[config.mk]
export PLATFORM = sky130hd
export DESIGN_NAME = jt6295_rate_gen
export DESIGN_NICKNAME = d
export VERILOG_FILES = /design/src/rtl/jt6295_rate_gen.sv
export SDC_FILE = /design/constraint.sdc
export NUM_CORES = 1
export LEC_CHECK = 0
export ABC_CLOCK_PERIOD_IN_PS = 4800
export BUFFER_PORTS_ARGS = -buffer_cell sky130_fd_sc_hd__clkbuf_2
export CORE_AREA = 10 10 80 82
export CTS_CLUSTER_SIZE = 8
export DETAILED_ROUTE_END_ITERATION = 8
export DIE_AREA = 0 0 90 92
export GPL_TIMING_DRIVEN = 0
export PLACE_DENSITY_LB_ADDON = 0.2
export SKIP_CTS_REPAIR_TIMING = 1
export SYNTH_ARGS = -nofsm -noshare
export SYNTH_HDL_FRONTEND = slang
export SYNTH_SLANG_ARGS = --single-unit
[constraint.sdc]
create_clock -name clk -period 4.8 [get_ports clk]
set_input_delay 0.96 -clock clk [delete_from_list [all_inputs] [get_ports clk]]
set_output_delay 0.96 -clock clk [all_outputs]
set_load 0.05 [all_outputs]
[src/rtl/jt6295_rate_gen.sv]
// rtl/jt6295_rate_gen.sv - sample-rate, oversample and channel-slot timing generator
//
// Divides the chip clock enable into a sample strobe (cen_sr), an OVS-times
// oversample strobe (cen_ovs) and a per-channel slot strobe (ch_cen/ch_idx).
// Optional feature macro: JT6295_RATE_DIV_EN (adds a runtime period override port div).
//
// Ports:
//   clk     in   system clock
//   rst_n   in   asynchronous reset, active low
//   cen     in   clock enable; all state moves only when cen=1
//   ss      in   rate select: 1 = DIV_HI, 0 = DIV_LO
//   sync    in   restart request, honoured only with cen=1
//   div     in   (JT6295_RATE_DIV_EN only) nonzero overrides the period at latch time
//   cen_sr  out  sample strobe, one clk wide
//   cen_ovs out  oversample strobe, OVS pulses per period
//   ch_cen  out  channel slot strobe
//   ch_idx  out  index of the latest channel slot, held between strobes
//   phase   out  current phase counter
module jt6295_rate_gen #(
  parameter int DW     = 9,
  parameter int DIV_HI = 132,
  parameter int DIV_LO = 165,
  parameter int OVS    = 4,
  parameter int CH     = 4,
  parameter int SLOT   = 8,
  localparam int IW    = (CH > 1) ? $clog2(CH) : 1
) (
  input  logic          clk,
  input  logic          rst_n,
  input  logic          cen,
  input  logic          ss,
  input  logic          sync,
`ifdef JT6295_RATE_DIV_EN
  input  logic [DW-1:0] div,
`endif
  output logic          cen_sr,
  output logic          cen_ovs,
  output logic          ch_cen,
  output logic [IW-1:0] ch_idx,
  output logic [DW-1:0] phase
);

  localparam int            LOG_OVS = $clog2(OVS);
  localparam logic [DW-1:0] N_HI    = DW'(DIV_HI);
  localparam logic [DW-1:0] N_LO    = DW'(DIV_LO);
  localparam logic [DW-1:0] ONE     = DW'(1);
  localparam logic [DW-1:0] ZERO    = '0;
  localparam logic [DW-1:0] OVS_M1  = DW'(OVS - 1);
  localparam logic [DW-1:0] CH_M1   = DW'(CH - 1);
  localparam logic [DW-1:0] SLOT_M1 = DW'(SLOT - 1);

  logic [DW-1:0] ph, n_r, step_r;
  // Distance to the next oversample/slot point and how many points remain
  // in this period; both are reloaded at ph==0 so no divider is needed.
  logic [DW-1:0] ovs_left, ovs_num, slot_left, slot_num;
  logic [DW-1:0] n_sel;
  logic          at_zero, wrap, restart, ovs_hit, slot_hit;

  always_comb begin
    n_sel = ss ? N_HI : N_LO;
`ifdef JT6295_RATE_DIV_EN
    if (div != ZERO) n_sel = div;
`endif
  end

  assign at_zero  = (ph == ZERO);
  // n_r-1 wraps to all ones for a full 2**DW period, which is what we want.
  assign wrap     = (ph == n_r - ONE);
  assign restart  = wrap | sync;
  assign ovs_hit  = at_zero | ((ovs_num  != ZERO) && (ovs_left  == ZERO));
  assign slot_hit = at_zero | ((slot_num != ZERO) && (slot_left == ZERO));
  assign phase    = ph;

  always_ff @(posedge clk or negedge rst_n) begin
    if (!rst_n) begin
      ph        <= ZERO;
      n_r       <= N_LO;
      step_r    <= N_LO >> LOG_OVS;
      ovs_left  <= ZERO;
      ovs_num   <= ZERO;
      slot_left <= ZERO;
      slot_num  <= ZERO;
      cen_sr    <= 1'b0;
      cen_ovs   <= 1'b0;
      ch_cen    <= 1'b0;
      ch_idx    <= '0;
    end else begin
      cen_sr  <= 1'b0;
      cen_ovs <= 1'b0;
      ch_cen  <= 1'b0;
      if (cen) begin
        // Strobes and point counters follow the pre-increment phase,
        // including on a sync cycle.
        cen_sr  <= at_zero;
        cen_ovs <= ovs_hit;
        ch_cen  <= slot_hit;

        if (at_zero) begin
          ovs_left <= step_r - ONE;
          ovs_num  <= OVS_M1;
        end else if (ovs_hit) begin
          ovs_left <= step_r - ONE;
          ovs_num  <= ovs_num - ONE;
        end else begin
          ovs_left <= ovs_left - ONE;
        end

        if (at_zero) begin
          slot_left <= SLOT_M1;
          slot_num  <= CH_M1;
          ch_idx    <= '0;
        end else if (slot_hit) begin
          slot_left <= SLOT_M1;
          slot_num  <= slot_num - ONE;
          ch_idx    <= ch_idx + IW'(1);
        end else begin
          slot_left <= slot_left - ONE;
        end

        // Period and step only change when the phase restarts, so a
        // running period is never disturbed by ss/div changes.
        if (restart) begin
          ph     <= ZERO;
          n_r    <= n_sel;
          step_r <= n_sel >> LOG_OVS;
        end else begin
          ph <= ph + ONE;
        end
      end
    end
  end

endmodule
==> results.txt, run 1 <==
Post-Route WL: 5274 um
NetSw: 0.0003920 W
Initial antenna violation count: 0
Mapped Avg Cell Area: 9.891 um2
Overflow after GRT: 0
Combinational power share: 27.2%
Ratio of cells with drive above 1 in the final layout: 14.14%
Top_reg_cell synth: dfrtp_1
Area Overhead vs Synth: 11.11%
Critical Path RT: 4.98 ns
Period minus WS final: 2.309 ns
Via count of the first global-routing pass: 2017
Overall Global Routing Usage: 13.22%
Max FO, Critical Path: 8
Slew HR: 60.35%
Yosys cell types: 52
Post-synthesis simple-gate area fraction: 23.38%
Core area: 4912 um2
First-pass GRT wire length: 9308 um
Peak supply drop: 0.2193 mV
Commonest non-fill, non-tap cell in the layout: dfrtp_1
Final-report max-slew violation count: 0
Hold Crit Class: reg2reg
Main combinational cell family by area after synthesis: simple AND/OR/NAND/NOR gates
Die Y: 92 um
Compound-gate portion of the synthesized area: 12.17%
Max Cap Viol: 0
CTS root buf: clkbuf_8
Via count: 2015
RSZ-0062 raised after global routing: no
Async S/R FF share, synth: 100.0%
Die area: 8280 um2
Mapped Cells: 263
Seq/Total Area, Yosys: 49.11%
Initial DRC Count: 107
CTS tree: built
Fmax: 433.1 MHz
Total CTS buffers: 5
Die Width: 90 um
Worst-path clk slew: 0.10 ns
Power density over the cells: 383.4 nW/um2
Synth Area in Adders: 2.886%
HPWL Detailed: 3671 um
Initial Util: 52.95%
Status: complete, no violations
Commonest cells after routing, fill and taps aside: dfrtp_1 (50), nor2_1 (37), nand2_1 (20)
Routed length per instance: 14.65 um
Final setup skew: 0.01005 ns
Leak: 1.330 nW
Seq pwr share: 50.1%
# setup viols final: 0
Worst Path Arrival: 2.49 ns
FF-to-FF setup slack: 2.49 ns
H-tree levels: 2
Number of remaining DRC errors: 0
Routed vias/inst: 5.597
Post-synth EDFFs: 0
Post-Syn Area: 2601 um2
Largest net degree at the start of global routing: 52
Final Hold Violating Endpoints: 0
Sw frac: 35.38%
Syn nets: 274
Sink Count: 51
Nets@finish: 300
Post-synthesis mux area share: 1.587%
Pint: 0.0007160 W
DRT Pass-1 Iters: 4
Synthesized flop and latch total: 51
IO Pins: 19
Port bufs: 18
Yosys warning count: 0
Worst Tran Pin Value: 0.5893 ns
Num rows: 26
XOR/XNOR share of the synthesized area: 6.734%
Setup TNS: 0 ns
Antenna-violating nets left: 0
WHS: 0.4981 ns
Routability congestion estimate: 0.8118
Critical path class: reg2reg
Clock buffer depth: 2
Final Cycle Share: 48.10%
Crit end category: flop
Clk_lat worst skew: 0.31 ns
Startpoint Class: flop
Antenna cell count: 0
Clk network pwr share: 22.7%
worst paths after layout:
| kind | start | cells after the start | endpoint |
|---|---|---|---|
| max in group asynchronous | rst_n | 2 | n_r[0]$_DFFE_PN1P_ |
| hold reg to reg | n_r[0]$_DFFE_PN1P_ | 2 | n_r[0]$_DFFE_PN1P_ |
| setup reg to reg | ovs_left[0]$_DFFE_PN0P_ | 8 | ovs_num[6]$_DFFE_PN0P_ |
| setup / recovery | ovs_left[0]$_DFFE_PN0P_ | 8 | ovs_num[6]$_DFFE_PN0P_ |
| min in group asynchronous | rst_n | 1 | slot_num[5]$_DFFE_PN0P_ |
| hold / removal | n_r[0]$_DFFE_PN1P_ | 2 | n_r[0]$_DFFE_PN1P_ |
cell families (layout without fill, tap and decap cells):
| logic type | count (synthesis) | count (layout) |
|---|---|---|
| adders and majority gates | 6 | 6 |
| xor gates and xnor gates | 20 | 20 |
| muxes | 4 | 4 |
| and+or+nand+nor | 110 | 110 |
| buffers and inverters | 26 | 53 |
| AOI/OAI and AO/OA | 46 | 46 |
| DFF | 51 | 51 |
synth_stat cells (all sizes together) (3+ instances only):
| library cell | number | area (um2) |
|---|---|---|
| xor2 | 14 | 122.6 |
| nand2b | 3 | 26.27 |
| mux2i | 3 | 30.03 |
| nor3 | 8 | 40.04 |
| a21oi | 5 | 25.02 |
| buf | 4 | 25.02 |
| o211ai | 4 | 30.03 |
| or4 | 3 | 30.03 |
| nand2 | 20 | 75.07 |
| nand3 | 6 | 35.03 |
| xnor2 | 6 | 52.55 |
| o31ai | 6 | 45.04 |
| nor4 | 7 | 58.81 |
| nand4b | 4 | 35.03 |
| nand4 | 9 | 56.30 |
| clkbuf | 3 | 11.26 |
| ha | 6 | 75.07 |
| dfrtp | 50 | 1251 |
| inv | 18 | 67.56 |
| o21ai | 14 | 73.82 |
| nor2 | 37 | 138.9 |
| o311ai | 3 | 26.28 |
critical path, cell delays in order (launching register included):
cell and delay [ns]:
dfrtp_1 0.39, inv_1 0.09, ha_1 0.19, or4b_4 0.51, nand2b_4 0.19, or2_1 0.25
buf_6 0.14, o311ai_0 0.31, o31ai_1 0.12
area by class of cell:
| class | count | area (um2) |
|---|---|---|
| well taps | 70 | 87.58 |
| inverters | 19 | 71.32 |
| clock inverters | 3 | 22.52 |
| fillers | 449 | 2022 |
| clock buffers | 5 | 68.82 |
| multi-input cells | 186 | 1216 |
| flip-flops and latches | 51 | 1277 |
| repair buffers | 19 | 110.1 |
| plain buffers | 7 | 36.28 |
per-stage QoR:
| step | setup WS [ns] | util (%) | std cells | cell area (um2) | total power (W) |
|---|---|---|---|---|---|
| after detailed placement | 2.389 | 56.57 | 351 | 2779 | 0.0008637 |
| final | 2.491 | 58.84 | 360 | 2890 | 0.001108 |
| after floorplan | 2.650 | - | 263 | 2601 | 0.0007875 |
| after CTS | 2.472 | 58.43 | 359 | 2870 | 0.001119 |
| after global placement | 2.365 | 56.57 | 351 | 2779 | 0.0008549 |
| after global routing | 2.277 | 58.84 | 360 | 2890 | 0.001183 |
state kept, by name, indices dropped and copies added, names as in the netlist:
signal     flops
slot_left      9
phase          9
ovs_left       9
ovs_num        9
n_r            1
ch_cen         1
cen_sr         1
ch_idx         2
cen_ovs        1
slot_num       9
layer usage:
metal | global-route usage, % | routed length, um | up-vias
met5 | 0 | 0 | -
met4 | 4.642 | 71 | 0
met3 | 3.097 | 183 | 7
met2 | 21.97 | 2530 | 31
met1 | 16.52 | 2489 | 988
li1 | - | - | 989
power groups by stage:
stage	Combinational [W]	Clock, W	Sequential [W]
floorplan	0.000210	0	0.000578
global placement	0.000295	0	0.000560
detailed placement	0.000302	0	0.000561
CTS	0.000303	0.000262	0.000554
global route	0.000338	0.000278	0.000567
finish	0.000302	0.000252	0.000555
Power figures use the tool's default switching activity.
==> inputs of run 2 (changes only) <==
Settings changed: ABC_AREA set to 1, ABC_CLOCK_PERIOD_IN_PS 4800 to 2000, CORE_AREA 10 10 80 82 to 10 10 85 87, DIE_AREA 0 0 90 92 to 0 0 95 97.
Clock period 4.8 ns to 2 ns, I/O delays scaled along.
==> run 2 against run 1 <==
  * Hold slack got worse by 0.44 ns
  * Synthesized area increased by 11%
  * Worst setup slack got worse by 2.2 ns
  * Routed wire length increased by 5.5%
  * Clock-buffer cell count unchanged
  * Combinational power increased to 4.4 times the previous value
  * Core utilization decreased by 0.65 points
  * Flip-flop and latch count unchanged
  * Largest cell class is now multi-input gates
  * Largest power group unchanged
==> results.txt, run 2 <==
Status: complete, no violations
Port bufs: 17 (-1)
IO Pins: 19 (unchanged)
Clock buffer depth: 2 (unchanged)
Routed length per instance: 11.89 um (-19%)
Clk network pwr share: 17.1% (-5.6 points)
First-pass GRT wire length: 9784 um (+5.1%)
Seq/Total Area, Yosys: 44.20% (-4.9 points)
Die area: 9215 um2 (+11%)
Synthesized flop and latch total: 51 (unchanged)
Final setup skew: 0.008752 ns (-0.001302 ns)
Top_reg_cell synth: dfrtp_1
Sink Count: 51 (unchanged)
Die Width: 95 um (+5.6%)
RSZ-0062 raised after global routing: no
FF-to-FF Start: phase[0]$_DFFE_PN0P_
WHS: 0.05922 ns (-0.4389 ns)
NetSw: 0.001384 W (+250%)
Setup TNS: 0 ns (unchanged)
Area Overhead vs Synth: 10.17%
Initial antenna violation count: 0 (unchanged)
Die Y: 97 um (+5.4%)
Max FO, Critical Path: 10 (+2)
Final-report max-slew violation count: 0 (unchanged)
Placed instance area: 3065 um2 (+10%)
Most common cell on crit path: nand2_1
Overall Global Routing Usage: 12.63% (-0.59 points)
Sw frac: 40.89% (+5.5 points)
Register area: 1277 um2 (unchanged)
Routed vias/inst: 4.983 (-11%)
Post-Route WL: 5565 um (+5.5%)
H-tree levels: 2 (unchanged)
CTS root buf: clkbuf_8
Worst-path clk slew: 0.09 ns (about the same)
Seq pwr share: 43.4% (-6.7 points)
Antenna cell count: 0 (unchanged)
Clk_lat worst skew: 0.30 ns (about the same)
Critical Path RT: 2.25 ns (-2.73 ns)
Largest net degree at the start of global routing: 52 (unchanged)
Syn nets: 379 (+38%)
Core area: 5473 um2 (+11%)
Synth top area share: 43.29% (-4.8 points)
Commonest non-fill, non-tap cell in the layout: nand2_1
Leak: 1.677 nW (+26%)
Final instance area: 3184 um2 (+10%)
Max Cap Viol: 0 (unchanged)
Fin util: 58.18% (-0.65 points)
Async S/R FF share, synth: 100.0% (unchanged)
Period minus WS final: 1.712 ns (-0.5969 ns)
Area contributors post-synth: dfrtp_1 (43%), nand2_1 (12%), inv_1 (6.8%), nor2_1 (6.5%), xor2_1 (4.5%)
Ratio of cells with drive above 1 in the final layout: 15.15% (+1.0 points)
Startpoint Class: flop
Routability congestion estimate: 0.8641 (+6.4%)
Peak supply drop: 0.6075 mV (+180%)
Most numerous cell in the Yosys netlist: nand2_1
Antenna-violating nets left: 0 (unchanged)
Post-synth EDFFs: 0 (unchanged)
Yosys warning count: 0 (unchanged)
Yosys cell types: 32 (-38%)
Fill cells: 523 (+16%)
Crit-path cells: inv_1 > ha_1 > nand3_1 > nor2_1 > nand2_1 > buf_6 > a21oi_4 > nand2_1 > nand2_1
Critical path class: reg2reg
Worst Tran Pin Value: 0.5202 ns (-0.06917 ns)
Mapped Cells: 368 (+40%)
Number of remaining DRC errors: 0 (unchanged)
Initial Util: 52.81% (-0.14 points)
Nets@finish: 406 (+35%)
Slew HR: 65.32% (+5.0 points)
CTS tree: built
Power density over the cells: 1063 nW/um2 (+180%)
Multi-input logic area: 1338 um2 (+10%)
Crit path max-delay cell type: dfrtp_1
DRT Pass-1 Iters: 4 (unchanged)
Initial DRC Count: 107 (unchanged)
Pre-CTS WS: 0.1934 ns (-2.196 ns)
Pint: 0.002000 W (+180%)
Crit path from: phase[0]$_DFFE_PN0P_
Combinational power share: 39.5% (+12 points)
Mapped Avg Cell Area: 7.854 um2 (-21%)
Final Cycle Share: 85.60% (+37 points)
Post-Syn Area: 2890 um2 (+11%)
Fmax: 584.1 MHz (+35%)
Worst Path Arrival: 1.96 ns (-0.53 ns)
Overflow after GRT: 0 (unchanged)
Cell taking the most area after synthesis: dfrtp_1
Crit end category: flop
Hold Crit Class: in2async
Via count of the first global-routing pass: 2246 (+11%)
HPWL Detailed: 4052 um (+10%)
Final worst slack: 0.2880 ns (-2.203 ns)
Total CTS buffers: 5 (unchanged)
Final Hold Violating Endpoints: 0 (unchanged)
Critical Path Max Stage Delay: 0.43 ns (-0.08 ns)
Num rows: 27 (+3.8%)
# setup viols final: 0 (unchanged)
Commonest cells after routing, fill and taps aside: nand2_1 (92), inv_1 (52), nor2_1 (50), dfrtp_1 (50), nand3_1 (24)
Post-synth top cells: nand2_1 (92), inv_1 (52), dfrtp_1 (50), nor2_1 (50), nand3_1 (24)
Via count: 2332 (+16%)
[run 2: changes by cell type in the layout (fill, tap and decap cells not counted), moves of 6 or more]
cell and delta:
inv_1 +34, nand2_1 +72, nand3_1 +19, nor2_1 +13, nor4_1 -6, o31ai_1 -6
[run 2: metrics by stage]
step | instances | power, W
after CTS | 465 | 0.003417
after detailed placement | 457 | 0.002821
final | 468 | 0.003384
after floorplan | 368 | 0.002544
after global routing | 468 | 0.003676
after global placement | 457 | 0.002785
[run 2: power groups by stage]
stage | combinational (W) | sequential [W] | clock (W)
after CTS | 0.00134 | 0.00147 | 0.000606
after detailed placement | 0.00133 | 0.00149 | 0
after floorplan | 0.000966 | 0.00158 | 0
final | 0.00134 | 0.00147 | 0.000579
after global routing | 0.00153 | 0.00150 | 0.000642
after global placement | 0.00130 | 0.00148 | 0
[run 2: kinds of logic after synthesis]
| group | synth area share [%] |
|---|---|
| simple gates | 32.55 |
| xor+xnor | 5.758 |
| fa+ha+maj | 2.597 |
| buf+inv | 9.524 |
| flops | 44.20 |
| compound gates | 5.368 |
[run 2: worst max-delay path, delay by kind of cell (launching register included)]
family | cells | cell delay [ns]
DFF | 1 | 0.43
adders and majority gates | 1 | 0.18
buffers and inverters | 2 | 0.29
AOI/OAI and AO/OA | 1 | 0.31
and+or+nand+nor | 5 | 0.47
[run 2: final timing paths]
check | depth (start not counted) | endpoint | slack [ns]
worst max register to register | 9 | ovs_num[5]$_DFFE_PN0P_ | 0.29
worst max-delay path | 9 | ovs_num[5]$_DFFE_PN0P_ | 0.29
worst min-delay path | 1 | slot_left[2]$_DFFE_PN0P_ | 0.06
worst min register to register | 2 | ovs_num[1]$_DFFE_PN0P_ | 0.49
min in group clk | 2 | n_r[0]$_DFFE_PN1P_ | 0.26
max in group asynchronous | 2 | n_r[0]$_DFFE_PN1P_ | 1.34
[run 2: cell type report]
class	instances	share of cell area (%)
Sequential cell	51	40.12
Buffer	7	2.161
Inverter	55	6.483
Clock buffer	5	2.161
Timing Repair Buffer	20	3.772
Multi-Input combinational cell	255	42.00
Clock inverter	3	0.4715
Tap cell	72	2.829
[run 2: metal layers]
layer	vias up	track usage, %	share of wire (%)
li1	1200	-	-
met1	1091	15.41	45
met2	37	21.11	50
met4	0	4.233	0.83
met5	-	0	0
met3	4	2.853	4.1
==> inputs of run 3 (changes only) <==
Settings changed: CAP_MARGIN set to 30, RECOVER_POWER set to 25.
==> run 3 against run 2 <==
  * Routed wire length up 2.6%
  * Die area unchanged
  * Sequential share of layout area down 0.64 points
  * Register-to-register slack about the same
  * Clock power up 49%
  * Critical path type unchanged
  * Critical endpoint is now ch_idx[0]$_DFFE_PN0P_
  * Largest cell class unchanged
==> results.txt, run 3 (synthesized netlist as in run 2, its figures left out) <==
Status: complete, no violations
CTS root buf: clkbuf_8
Critical path class: reg2reg
Seq pwr share: 40.0% (-3.4 points)
Fill cells: 516 (-1.3%)
Antenna cell count: 0 (unchanged)
Routed length per instance: 12.20 um (+2.6%)
FF-to-FF setup slack: 0.29 ns (about the same)
Setup TNS: 0 ns (unchanged)
Final Hold Violating Endpoints: 0 (unchanged)
Sw frac: 38.47% (-2.4 points)
Hold Crit Class: in2reg
Area Overhead vs Synth: 11.95%
Peak supply drop: 0.6089 mV (+0.22%)
Worst Tran Pin Value: 1.320 ns (+0.7998 ns)
Total chip power: 0.003671 W (+8.5%)
Period minus WS final: 1.710 ns (-0.001889 ns)
Ratio of cells with drive above 1 in the final layout: 14.90% (-0.25 points)
H-tree levels: 2 (unchanged)
Port bufs: 17 (unchanged)
Multi-input logic area: 1338 um2 (unchanged)
Initial antenna violation count: 0 (unchanged)
Antenna-violating nets left: 0 (unchanged)
Die Width: 95 um (unchanged)
Via count of the first global-routing pass: 2235 (-0.49%)
RSZ-0062 raised after global routing: no
Overflow after GRT: 0 (unchanged)
Die Y: 97 um (unchanged)
FF-to-FF Start: slot_num[0]$_DFFE_PN0P_
Core area: 5473 um2 (unchanged)
Number of remaining DRC errors: 0 (unchanged)
NetSw: 0.001412 W (+2.0%)
IO Pins: 19 (unchanged)
HPWL Detailed: 4147 um (+2.3%)
Max FO, Critical Path: 10 (unchanged)
Commonest non-fill, non-tap cell in the layout: nand2_1
Clk_lat worst skew: 0.31 ns (about the same)
Initial Util: 52.81% (unchanged)
First-pass GRT wire length: 9908 um (+1.3%)
Largest net degree at the start of global routing: 29 (-44%)
Routability congestion estimate: 0.8641 (unchanged)
Clock buffer depth: 2 (unchanged)
Via count: 2329 (-0.13%)
CTS tree: built
Initial DRC Count: 112 (+4.7%)
Fmax: 584.7 MHz (+0.11%)
Startpoint Class: flop
Worst-path clk slew: 0.10 ns (about the same)
Max Cap Viol: 0 (unchanged)
WHS Path Cells: 2
Combinational power share: 36.5% (-3.0 points)
Routed vias/inst: 4.976 (-0.13%)
Power density over the cells: 1135 nW/um2 (+6.8%)
Worst Path Arrival: 1.93 ns (-0.03 ns)
Final-report max-slew violation count: 0 (unchanged)
Reg-to-Reg End: ch_idx[0]$_DFFE_PN0P_
Sink Count: 51 (unchanged)
Commonest cells after routing, fill and taps aside: nand2_1 (92), inv_1 (52), nor2_1 (50), dfrtp_1 (50), nand3_1 (24)
R2R cell count: 10 (+1)
Crit path from: slot_num[0]$_DFFE_PN0P_
Final setup skew: 0.006912 ns (-0.001840 ns)
Nets@finish: 406 (unchanged)
Overall Global Routing Usage: 12.91% (+0.28 points)
Die area: 9215 um2 (unchanged)
Leak: 1.691 nW (+0.83%)
Pint: 0.002259 W (+13%)
Critical Path RT: 2.22 ns (-0.03 ns)
Critical path endpoint: ch_idx[0]$_DFFE_PN0P_
Slew HR: 12.01% (-53 points)
Clk network pwr share: 23.5% (+6.4 points)
# setup viols final: 0 (unchanged)
DRT Pass-1 Iters: 4 (unchanged)
Crit end category: flop
Num rows: 27 (unchanged)
Register area: 1277 um2 (unchanged)
Total CTS buffers: 5 (unchanged)
Final Cycle Share: 85.51% (-0.094 points)
Post-Route WL: 5711 um (+2.6%)
==> run 3: worst min-delay path by stage <==
| stage | slack, ns | startpoint | end |
|---|---|---|---|
| finish | 0.25 | ss | n_r[0]$_DFFE_PN1P_ |
| CTS | 0.10 | rst_n | slot_left[8]$_DFFE_PN0P_ |
| detailed placement | 0.44 | rst_n | phase[4]$_DFFE_PN0P_ |
| floorplan | 0.10 | rst_n | cen_ovs$_DFF_PN0_ |
| global route | 0.25 | ss | n_r[0]$_DFFE_PN1P_ |
| global placement | 0.47 | ovs_num[1]$_DFFE_PN0P_ | ovs_num[1]$_DFFE_PN0P_ |
==> run 3: power by group through the flow <==
stage	sequential, W	combinational (W)	clock [W]
after global routing	0.00150	0.00153	0.000919
after detailed placement	0.00149	0.00134	0
after global placement	0.00148	0.00130	0
final	0.00147	0.00134	0.000864
after floorplan	0.00158	0.000966	0
after CTS	0.00147	0.00135	0.000883
==> run 3: routing by layer <==
layer / share of wire [%] / GRT usage [%]
met1: 45 / 15.99
met2: 50 / 21.17
met3: 4.5 / 2.853
met4: 1.3 / 4.691
met5: 0 / 0
==> run 3: worst max-delay path: stages (launching register included) <==
cell and delay [ns]:
dfrtp_1 0.39, inv_1 0.10, ha_1 0.19, nand2_1 0.11
nor2_1 0.17, nand2_1 0.16, buf_2 0.22, nand3_1 0.13
nand2_1 0.06, nand2_1 0.06, inv_1 0.03
==> run 3: metrics by stage <==
step	instances	area, um2	util (%)	hold slack (ns)	worst slack (ns)
6_report	468	3236	59.12	0.2473	0.2898
2_1_floorplan	368	2890	-	0.1044	0.1965
3_5_place_dp	458	3085	56.38	0.4427	0.1895
3_3_place_gp	457	3065	56.01	0.4683	0.2010
5_1_grt	468	3236	59.12	0.2489	0.1043
4_1_cts	466	3222	58.87	0.1028	0.1816
==> run 3: final cells by class <==
type	instances	share of cell area, %
plain buffers	7	2.127
clock buffers	5	2.127
clock inverters	3	2.088
inverters	55	6.381
multi-input cells	255	41.34
flip-flops and latches	51	39.48
well taps	72	2.784
repair buffers	20	3.674
